==> src/rtl/regfile_hilo_pkg.sv <==
// Shared register-bus definitions for the register file and HI/LO block.
// Also holds the read-source encoding used by both GPR read ports.
package regfile_hilo_pkg;

  localparam int REGBUS     = 32;
  localparam int REGADDRBUS = 5;
  localparam int REG_NUM    = 1 << REGADDRBUS;
  localparam logic [REGADDRBUS-1:0] ZERO_ADDR = '0;

  typedef enum logic [1:0] {
    RD_ZERO   = 2'd0,
    RD_BYPASS = 2'd1,
    RD_STORED = 2'd2
  } rdSrc_e;

  // Disabled ports and register 0 read zero; a same-cycle write to the address wins over storage.
  function automatic rdSrc_e readSource(input logic ren, input logic addrIsZero, input logic wbHit);
    if (!ren || addrIsZero) begin
      return RD_ZERO;
    end
    if (wbHit) begin
      return RD_BYPASS;
    end
    return RD_STORED;
  endfunction

endpackage

==> src/rtl/hilo_reg.sv <==
// HI/LO multiply-divide result registers with same-cycle write bypass.
// HI and LO load independently; reset clears both asynchronously.
module hilo_reg
  import regfile_hilo_pkg::*;
#(
  parameter int DW = REGBUS
) (
  input  logic          clk,
  input  logic          rst,
  input  logic          i_whi,
  input  logic          i_wlo,
  input  logic [DW-1:0] i_hi,
  input  logic [DW-1:0] i_lo,
  output logic [DW-1:0] o_hi,
  output logic [DW-1:0] o_lo
);

  logic [DW-1:0] r_hi;
  logic [DW-1:0] r_lo;

  always_ff @(posedge clk or negedge rst) begin
    if (!rst) begin
      r_hi <= '0;
      r_lo <= '0;
    end else begin
      if (i_whi) begin
        r_hi <= i_hi;
      end
      if (i_wlo) begin
        r_lo <= i_lo;
      end
    end
  end

  // The bypass is independent of reset, so a write in progress is visible even while held in reset.
  assign o_hi = i_whi ? i_hi : r_hi;
  assign o_lo = i_wlo ? i_lo : r_lo;

endmodule

==> src/rtl/regfile_hilo.sv <==
// General-purpose register file (register 0 hard-wired to zero) with two
// combinational write-through read ports, plus the HI/LO sub-block.
module regfile_hilo
  import regfile_hilo_pkg::*;
#(
  parameter int DW = REGBUS,
  parameter int AW = REGADDRBUS
) (
  input  logic          clk,
  input  logic          rst,
  input  logic [AW-1:0] i_wb_waddr,
  input  logic          i_wb_we,
  input  logic [DW-1:0] i_wb_wdata,
  input  logic          i_whi,
  input  logic          i_wlo,
  input  logic [DW-1:0] i_hi,
  input  logic [DW-1:0] i_lo,
  input  logic          i_re1,
  input  logic [AW-1:0] i_raddr1,
  output logic [DW-1:0] o_rdata1,
  input  logic          i_re2,
  input  logic [AW-1:0] i_raddr2,
  output logic [DW-1:0] o_rdata2,
  output logic [DW-1:0] o_hi,
  output logic [DW-1:0] o_lo
);

  localparam int NREGS = (AW == REGADDRBUS) ? REG_NUM : (1 << AW);
  localparam logic [AW-1:0] ZERO_A = AW'(ZERO_ADDR);

  logic [DW-1:0] r_gpr [NREGS];
  logic          w_wbValid;
  rdSrc_e        w_src1;
  rdSrc_e        w_src2;

  assign w_wbValid = i_wb_we && (i_wb_waddr != ZERO_A);

  always_ff @(posedge clk or negedge rst) begin
    if (!rst) begin
      for (int i = 0; i < NREGS; i++) begin
        r_gpr[i] <= '0;
      end
    end else if (w_wbValid) begin
      r_gpr[i_wb_waddr] <= i_wb_wdata;
    end
  end

  assign w_src1 = readSource(i_re1, i_raddr1 == ZERO_A, i_wb_we && (i_raddr1 == i_wb_waddr));
  assign w_src2 = readSource(i_re2, i_raddr2 == ZERO_A, i_wb_we && (i_raddr2 == i_wb_waddr));

  always_comb begin
    o_rdata1 = '0;
    case (w_src1)
      RD_BYPASS: o_rdata1 = i_wb_wdata;
      RD_STORED: o_rdata1 = r_gpr[i_raddr1];
      default:   o_rdata1 = '0;
    endcase
  end

  always_comb begin
    o_rdata2 = '0;
    case (w_src2)
      RD_BYPASS: o_rdata2 = i_wb_wdata;
      RD_STORED: o_rdata2 = r_gpr[i_raddr2];
      default:   o_rdata2 = '0;
    endcase
  end

  hilo_reg #(
    .DW(DW)
  ) u_hilo (
    .clk  (clk),
    .rst  (rst),
    .i_whi(i_whi),
    .i_wlo(i_wlo),
    .i_hi (i_hi),
    .i_lo (i_lo),
    .o_hi (o_hi),
    .o_lo (o_lo)
  );

endmodule

==> config.mk <==
export PLATFORM = sky130hd
export DESIGN_NAME = regfile_hilo
export DESIGN_NICKNAME = d
export VERILOG_FILES = /design/src/rtl/regfile_hilo_pkg.sv /design/src/rtl/hilo_reg.sv /design/src/rtl/regfile_hilo.sv
export SDC_FILE = /design/constraint.sdc
export NUM_CORES = 2
export LEC_CHECK = 0
export CAP_MARGIN = 20
export CORE_MARGIN = 8
export CORE_UTILIZATION = 40
export CTS_BUF_LIST = sky130_fd_sc_hd__clkbuf_16
export CTS_CLUSTER_SIZE = 8
export DETAILED_ROUTE_END_ITERATION = 10
export SLEW_MARGIN = 15
export SYNTH_ARGS = -nofsm -noshare
export SYNTH_HDL_FRONTEND = slang
export SYNTH_HIERARCHICAL = 1
export SYNTH_SLANG_ARGS = --single-unit
==> constraint.sdc <==
create_clock -name clk -period 6 [get_ports clk]
set_clock_uncertainty 0.05 [all_clocks]
set_input_delay 0.9 -clock clk [delete_from_list [all_inputs] [get_ports clk]]
set_output_delay 0.9 -clock clk [all_outputs]
set_load 0.02 [all_outputs]
## Word-level counts from Yosys, hierarchy flattened

Cells that the tools add are included.

- Bits in registers: 1088
- Word-level logic and storage cells: 85
- Output and inout bits: 128

- Magnitude comparators: 4
- Muxes and demuxes: 27
- Reductions and logical operators: 11
- Bitwise operators: 3
- Equality and inequality tests: 6

Operators by type and width:

| kind | count |
|---|---|
| bitwise mux 1024 bit | 1 |
| binary-select mux 32 bit (select 5 bit) | 2 |
| two-way mux 32 bit | 7 |
| demux 32 bit (select 5 bit) | 1 |
| case mux 32 bit (2 select lines) | 2 |
| >= comparator 6 bit, second input constant | 3 |
| NOT 5 -> 6 bit | 3 |
| two-way mux 2 bit | 8 |
| == test 5 bit | 2 |
| zero test 5 bit | 2 |
| less-than comparator 6 x 1 -> 1 bit, second input constant | 1 |
| two-way mux 1 bit | 6 |
| nonzero test 5 bit | 1 |
| == test 2 x 1 -> 1 bit, second input constant | 2 |
| == test 2 bit, second input constant | 2 |
| logical AND 1 bit | 4 |
| zero test 1 bit | 2 |
| logical OR 1 bit | 2 |

## Logic depth before layout (Yosys ltp)

- Word-level depth: 8
- Depth in mapped cells: 8

## Modules after synthesis

Netlist, hierarchy kept.

Modules (own cells, without submodules):

| module | cells each | seq. area each (µm²) | area each (µm²) | times used |
|---|---|---|---|---|
| regfile_hilo | 3581 | 25624.6 | 54937.7 | 1 |
| hilo_reg | 136 | 1601.5 | 2690.1 | 1 |

## Least setup slack after synthesis

Ideal clock, no wire load.

- Path kind: input-to-output
- Start point: input i_raddr2[1]
- End point: output o_rdata2[11]
- Path buffers: 3
- Slack: 2.472 ns
- Stages on the path: 7
- Data required time: 5.050 ns
- Data arrival time: 2.578 ns
- Cell sequence: buf_4 buf_2 clkbuf_1 mux4_2 a22oi_1 nand2_1 a221o_1

- Longest elaborated chain between the ends: 8

Ends and longest elaborated chain:

| what | line | RTL |
|---|---|---|
| from (decl) | regfile_hilo.sv:22 | `input logic [AW-1:0] i_raddr2,` |
| == test 5 bit | regfile_hilo.sv:49 | `assign w_src2 = readSource(i_re2, i_raddr2 == ZERO_A, i_wb_we && (i_raddr2 == i_wb_waddr));` |
| logical AND 1 bit | regfile_hilo.sv:49 |  |
| two-way mux 1 bit (2 in series) | regfile_hilo_pkg.sv:21 | `if (wbHit) begin` |
| two-way mux 2 bit | regfile_hilo_pkg.sv:24 | `return RD_STORED;` |
| two-way mux 2 bit | regfile_hilo_pkg.sv:21 |  |
| == test 2 bit / == test 2 x 1 -> 1 bit (equally long branches) | regfile_hilo.sv:62 | `case (w_src2)` |
| case mux 32 bit (2 select lines) (*) | regfile_hilo.sv:62 |  |
| to (decl) | regfile_hilo.sv:23 | `output logic [DW-1:0] o_rdata2,` |

Every way passes the cells marked *; elsewhere a longest branch is shown, timed or not. The select of a mux whose other input is x is not followed.

## Worst setup path after layout

- Start point: input i_wb_waddr[4]
- End point: output o_rdata1[30]

- Longest elaborated chain between the ends: 8

Ends and longest elaborated chain:

| what | line | RTL |
|---|---|---|
| from (decl) | regfile_hilo.sv:11 | `input logic [AW-1:0] i_wb_waddr,` |
| == test 5 bit (*) | regfile_hilo.sv:48 | `assign w_src1 = readSource(i_re1, i_raddr1 == ZERO_A, i_wb_we && (i_raddr1 == i_wb_waddr));` |
| logical AND 1 bit (*) | regfile_hilo.sv:48 |  |
| two-way mux 1 bit (2 in series) | regfile_hilo_pkg.sv:21 |  |
| two-way mux 2 bit (*) | regfile_hilo_pkg.sv:24 |  |
| two-way mux 2 bit (*) | regfile_hilo_pkg.sv:21 |  |
| == test 2 bit / == test 2 x 1 -> 1 bit (equally long branches) | regfile_hilo.sv:53 | `case (w_src1)` |
| case mux 32 bit (2 select lines) (*) | regfile_hilo.sv:53 |  |
| to (decl) | regfile_hilo.sv:20 | `output logic [DW-1:0] o_rdata1,` |

Marks and branches as above.

==> implementation parameters <==
Parameter                              Value

Status
  Status    finished, final reports clean

STA
  Transition time at the pin with the least slew margin    1130 ps
  Share of the cycle needed by the critical path after routing    85.4%
  Hold Worst Slack    95.7 ps
  Fmax    0.195 GHz
  Max-Slew Margin vs Limit    about a quarter
  Final count of hold timing violations    0
  Final Critical Period    just over 5000 ps
  Unrepaired setup endpoints after global routing    no
  Setup TNS    0 ps
  Final Max Slew Viols    0
  Total of endpoints with negative setup slack in the final report    0
  Minimum setup slack in the final design    between 800 and 900 ps

Power and ir drop
  Highest ir drop seen on vdd    around 0.27 mV
  Switching part of the total power    a little over a quarter
  Share of total power in the clock network    35.9%
  P per Cell Area    333 nW/um^2
  Overall power after layout    between 20 and 25 mW
  Fraction of power consumed by combinational cells    approximately a fifth
  Net load switching power    between 5 and 6 mW
  Leakage Power    between 20 and 30 nW
  Internal portion of total power    between 15 and 20 mW
  Part of the power in registers    approximately 44%

Synthesis
  Netlist cell types    between 40 and 50
  Post-synth net total    approximately 3800
  Seq cells post-synth    around 1100
  Post-synthesis instance area    a little under 60000 sq um
  Post-synthesis instance total    3717
  Library cell occupying the most area in the post-synthesis netlist    dfrtp_1
  Sequential element share of the synthesized area    a little under half
  Share of flip-flops with an asynchronous set or reset after synthesis    100%
  Top-area cell type share of the netlist area    between 40% and 50%
  Largest cells by area after synthesis    dfrtp_1 (47%), mux4_2 (20%), mux2_2 (19%), mux2i_1 (1.7%), mux2_4 (1.6%)
  Synth Flop Type    dfrtp_1
  Average cell area after synthesis    15.5 sq um
  Yosys Warn Count    6
  Post-synth EDFFs    0

Place
  Placement Setup Slack    914 ps
  Quantity of I/O buffers inserted on ports    between 200 and 250
  Detailed placer's ending HPWL    109000 microns
  Routability Congestion    0.801
  Total placed cells including tap cells    5583

Worst setup path
  Reg2reg path depth    1
  Worst R2R Setup Slack    between 5000 and 6000 ps
  Category of the most critical setup path    input pin to output pin
  Critical path required time    ~5000 ps
  Crit-path max FO    13
  Critical path data arrival time    4170 ps
  Kind of start point of the critical path    input pin
  Endpoint kind of the worst setup timing path    output pin

GRT
  Grt ovf    0
  Number of antenna violations at the first check in global routing    4
  Via count of the first global-routing pass    ~38000
  Maximum number of pins on one net before global-route repair    between 100 and 150
  Total global-route track usage    23.1%
  Wire length of the first global-routing pass    around 270000 microns

Detailed routing
  Number of vias after detailed routing    roughly 36000
  WL final    183000 microns
  Post-DR wirelength/cell    31.8 microns
  Drt pass-1 iters    7
  Via density per instance    6.24
  Number of nets still failing antenna checks after routing    0
  DRC viols    0
  Number of violations reported at the end of detailed-routing iteration 0    3015

Clocking
  Clock insertion delay at the later pin of the skew report    780 ps
  Number of resized instances in the post-cts repair step    0
  Number of clock sinks seen by CTS    between 1000 and 1500
  Clock tree buffer depth    3
  Number of levels in the clock H-tree    4
  CTS Buf Count    ~160
  Total setup buffers inserted after CTS    0
  Clock slew seen by the registers of the worst setup and hold paths    around 50 ps
  TritonCTS clock tree    done
  Hold-fix buffers, CTS    0
  Clock Tree Root    clkbuf_16

Cells and area
  Area growth from synthesis to final layout    15.2%
  Non-filler instance count after layout    between 5000 and 6000
  Most common cell after layout, fill and taps aside    dfrtp_1
  Net count of the finished layout    a little under 4000
  Final-layout fill cell count    between 10000 and 15000
  Layout cells sized above 1    a little over 50%
  Commonest cells after routing, fill and taps aside    dfrtp_1 (1088), mux2_2 (986), mux4_2 (512)

Min path
  Path type of the worst min-delay path    input pin to asynchronous set/reset pin

Die
  Die height    396 microns
  Starting Density    about 40%
  Die area    between 150000 and 200000 sq um
  Placeable Area    about 140000 sq um
  Number of core rows    139
  Width of the die    just under 400 microns
  # IOs    roughly 250

Job
  Count of maximum capacitance violations    0
[worst paths after layout]
path / start / to
worst max-delay path: i_wb_waddr[4] / o_rdata1[30]
worst min-delay path: rst / u_hilo/r_lo[17]
worst max register to register: r_gpr[166] / r_gpr[166]
worst min register to register: r_gpr[1008] / r_gpr[1008]
max in group asynchronous: rst / r_gpr[976]
min in group clk: r_gpr[1008] / r_gpr[1008]
[flip-flops by register name, indices dropped and copies added, names as in the netlist]
register,flops
u_hilo/r_hi,32
r_gpr,1024
u_hilo/r_lo,32
[worst max-delay path: stages]
cell and delay, ps:
clkdlybuf4s50_1 720, xnor2_1 170, nand4_1 190, nor3_1 230, and2_2 580, buf_4 350
a32o_1 270, clkdlybuf4s50_1 730
[synthesized netlist by cell type (32+ instances only)]
library cell and count:
mux2_2 986, dfrtp_1 1088, a22oi_1 64, a211o_1 32
mux4_2 512, nand2_1 49, buf_2 95, a21oi_1 64
clkbuf_1 222, a211oi_1 96, a32o_1 32, nor2b_1 99
a221o_1 32, buf_4 42, mux2_4 60, buf_1 52
mux2i_1 96
[layout make-up]
| type | count | area, sq um | area share [%] |
|---|---|---|---|
| Multi-Input combinational cell | 2191 | 28500 | 42.9 |
| Sequential cell | 1088 | 27200 | 41.0 |
| Clock buffer | 160 | 4000 | 6.03 |
| Timing Repair Buffer | 403 | 4100 | 6.17 |
| Clock inverter | 18 | 213 | 0.320 |
| Tap cell | 1903 | 2380 | 3.59 |
| Antenna cell | 2 | 5.00 | 0.00754 |
[cell families (layout without fill, tap and decap cells)]
logic type | after synthesis | after routing | share of synthesized area, %
other | 0 | 2 | 0
flip-flops | 1088 | 1088 | 47.2
XOR/XNOR | 10 | 10 | 0.152
multiplexers | 1664 | 1664 | 42.7
AND/OR/NAND/NOR | 194 | 194 | 1.85
buffers and inverters | 438 | 581 | 3.75
AO/OA/AOI/OAI | 323 | 323 | 4.29
[power by group through the flow]
stage / Clock, mW / Sequential [mW] / Combinational, mW
global placement: 0 / 9.69 / 4.44
floorplan: 0 / 9.40 / 3.36
CTS: 8.13 / 9.63 / 4.53
detailed placement: 0 / 9.74 / 4.51
finish: 7.95 / 9.67 / 4.50
global route: 8.42 / 9.84 / 4.79
[metrics by stage]
| stage | area [sq um] | util (%) |
|---|---|---|
| after floorplan | 57600 | - |
| after global placement | 62200 | 43.4 |
| after detailed placement | 62200 | 43.4 |
| after CTS | 66400 | 46.3 |
| after global routing | 66400 | 46.3 |
| final | 66400 | 46.3 |
[layer usage]
metal / part of all wire, % / wire [microns] / global-route usage [%] / vias up
li1: - / - / - / 14600
met1: 43 / 78800 / 32.4 / 19700
met2: 46 / 83700 / 35.2 / 1427
met3: 8.6 / 15800 / 6.58 / 264
met4: 2.8 / 5100 / 6.79 / 2
met5: 0.0060 / 11 / 0 / -
Power figures use the tool's default switching activity.
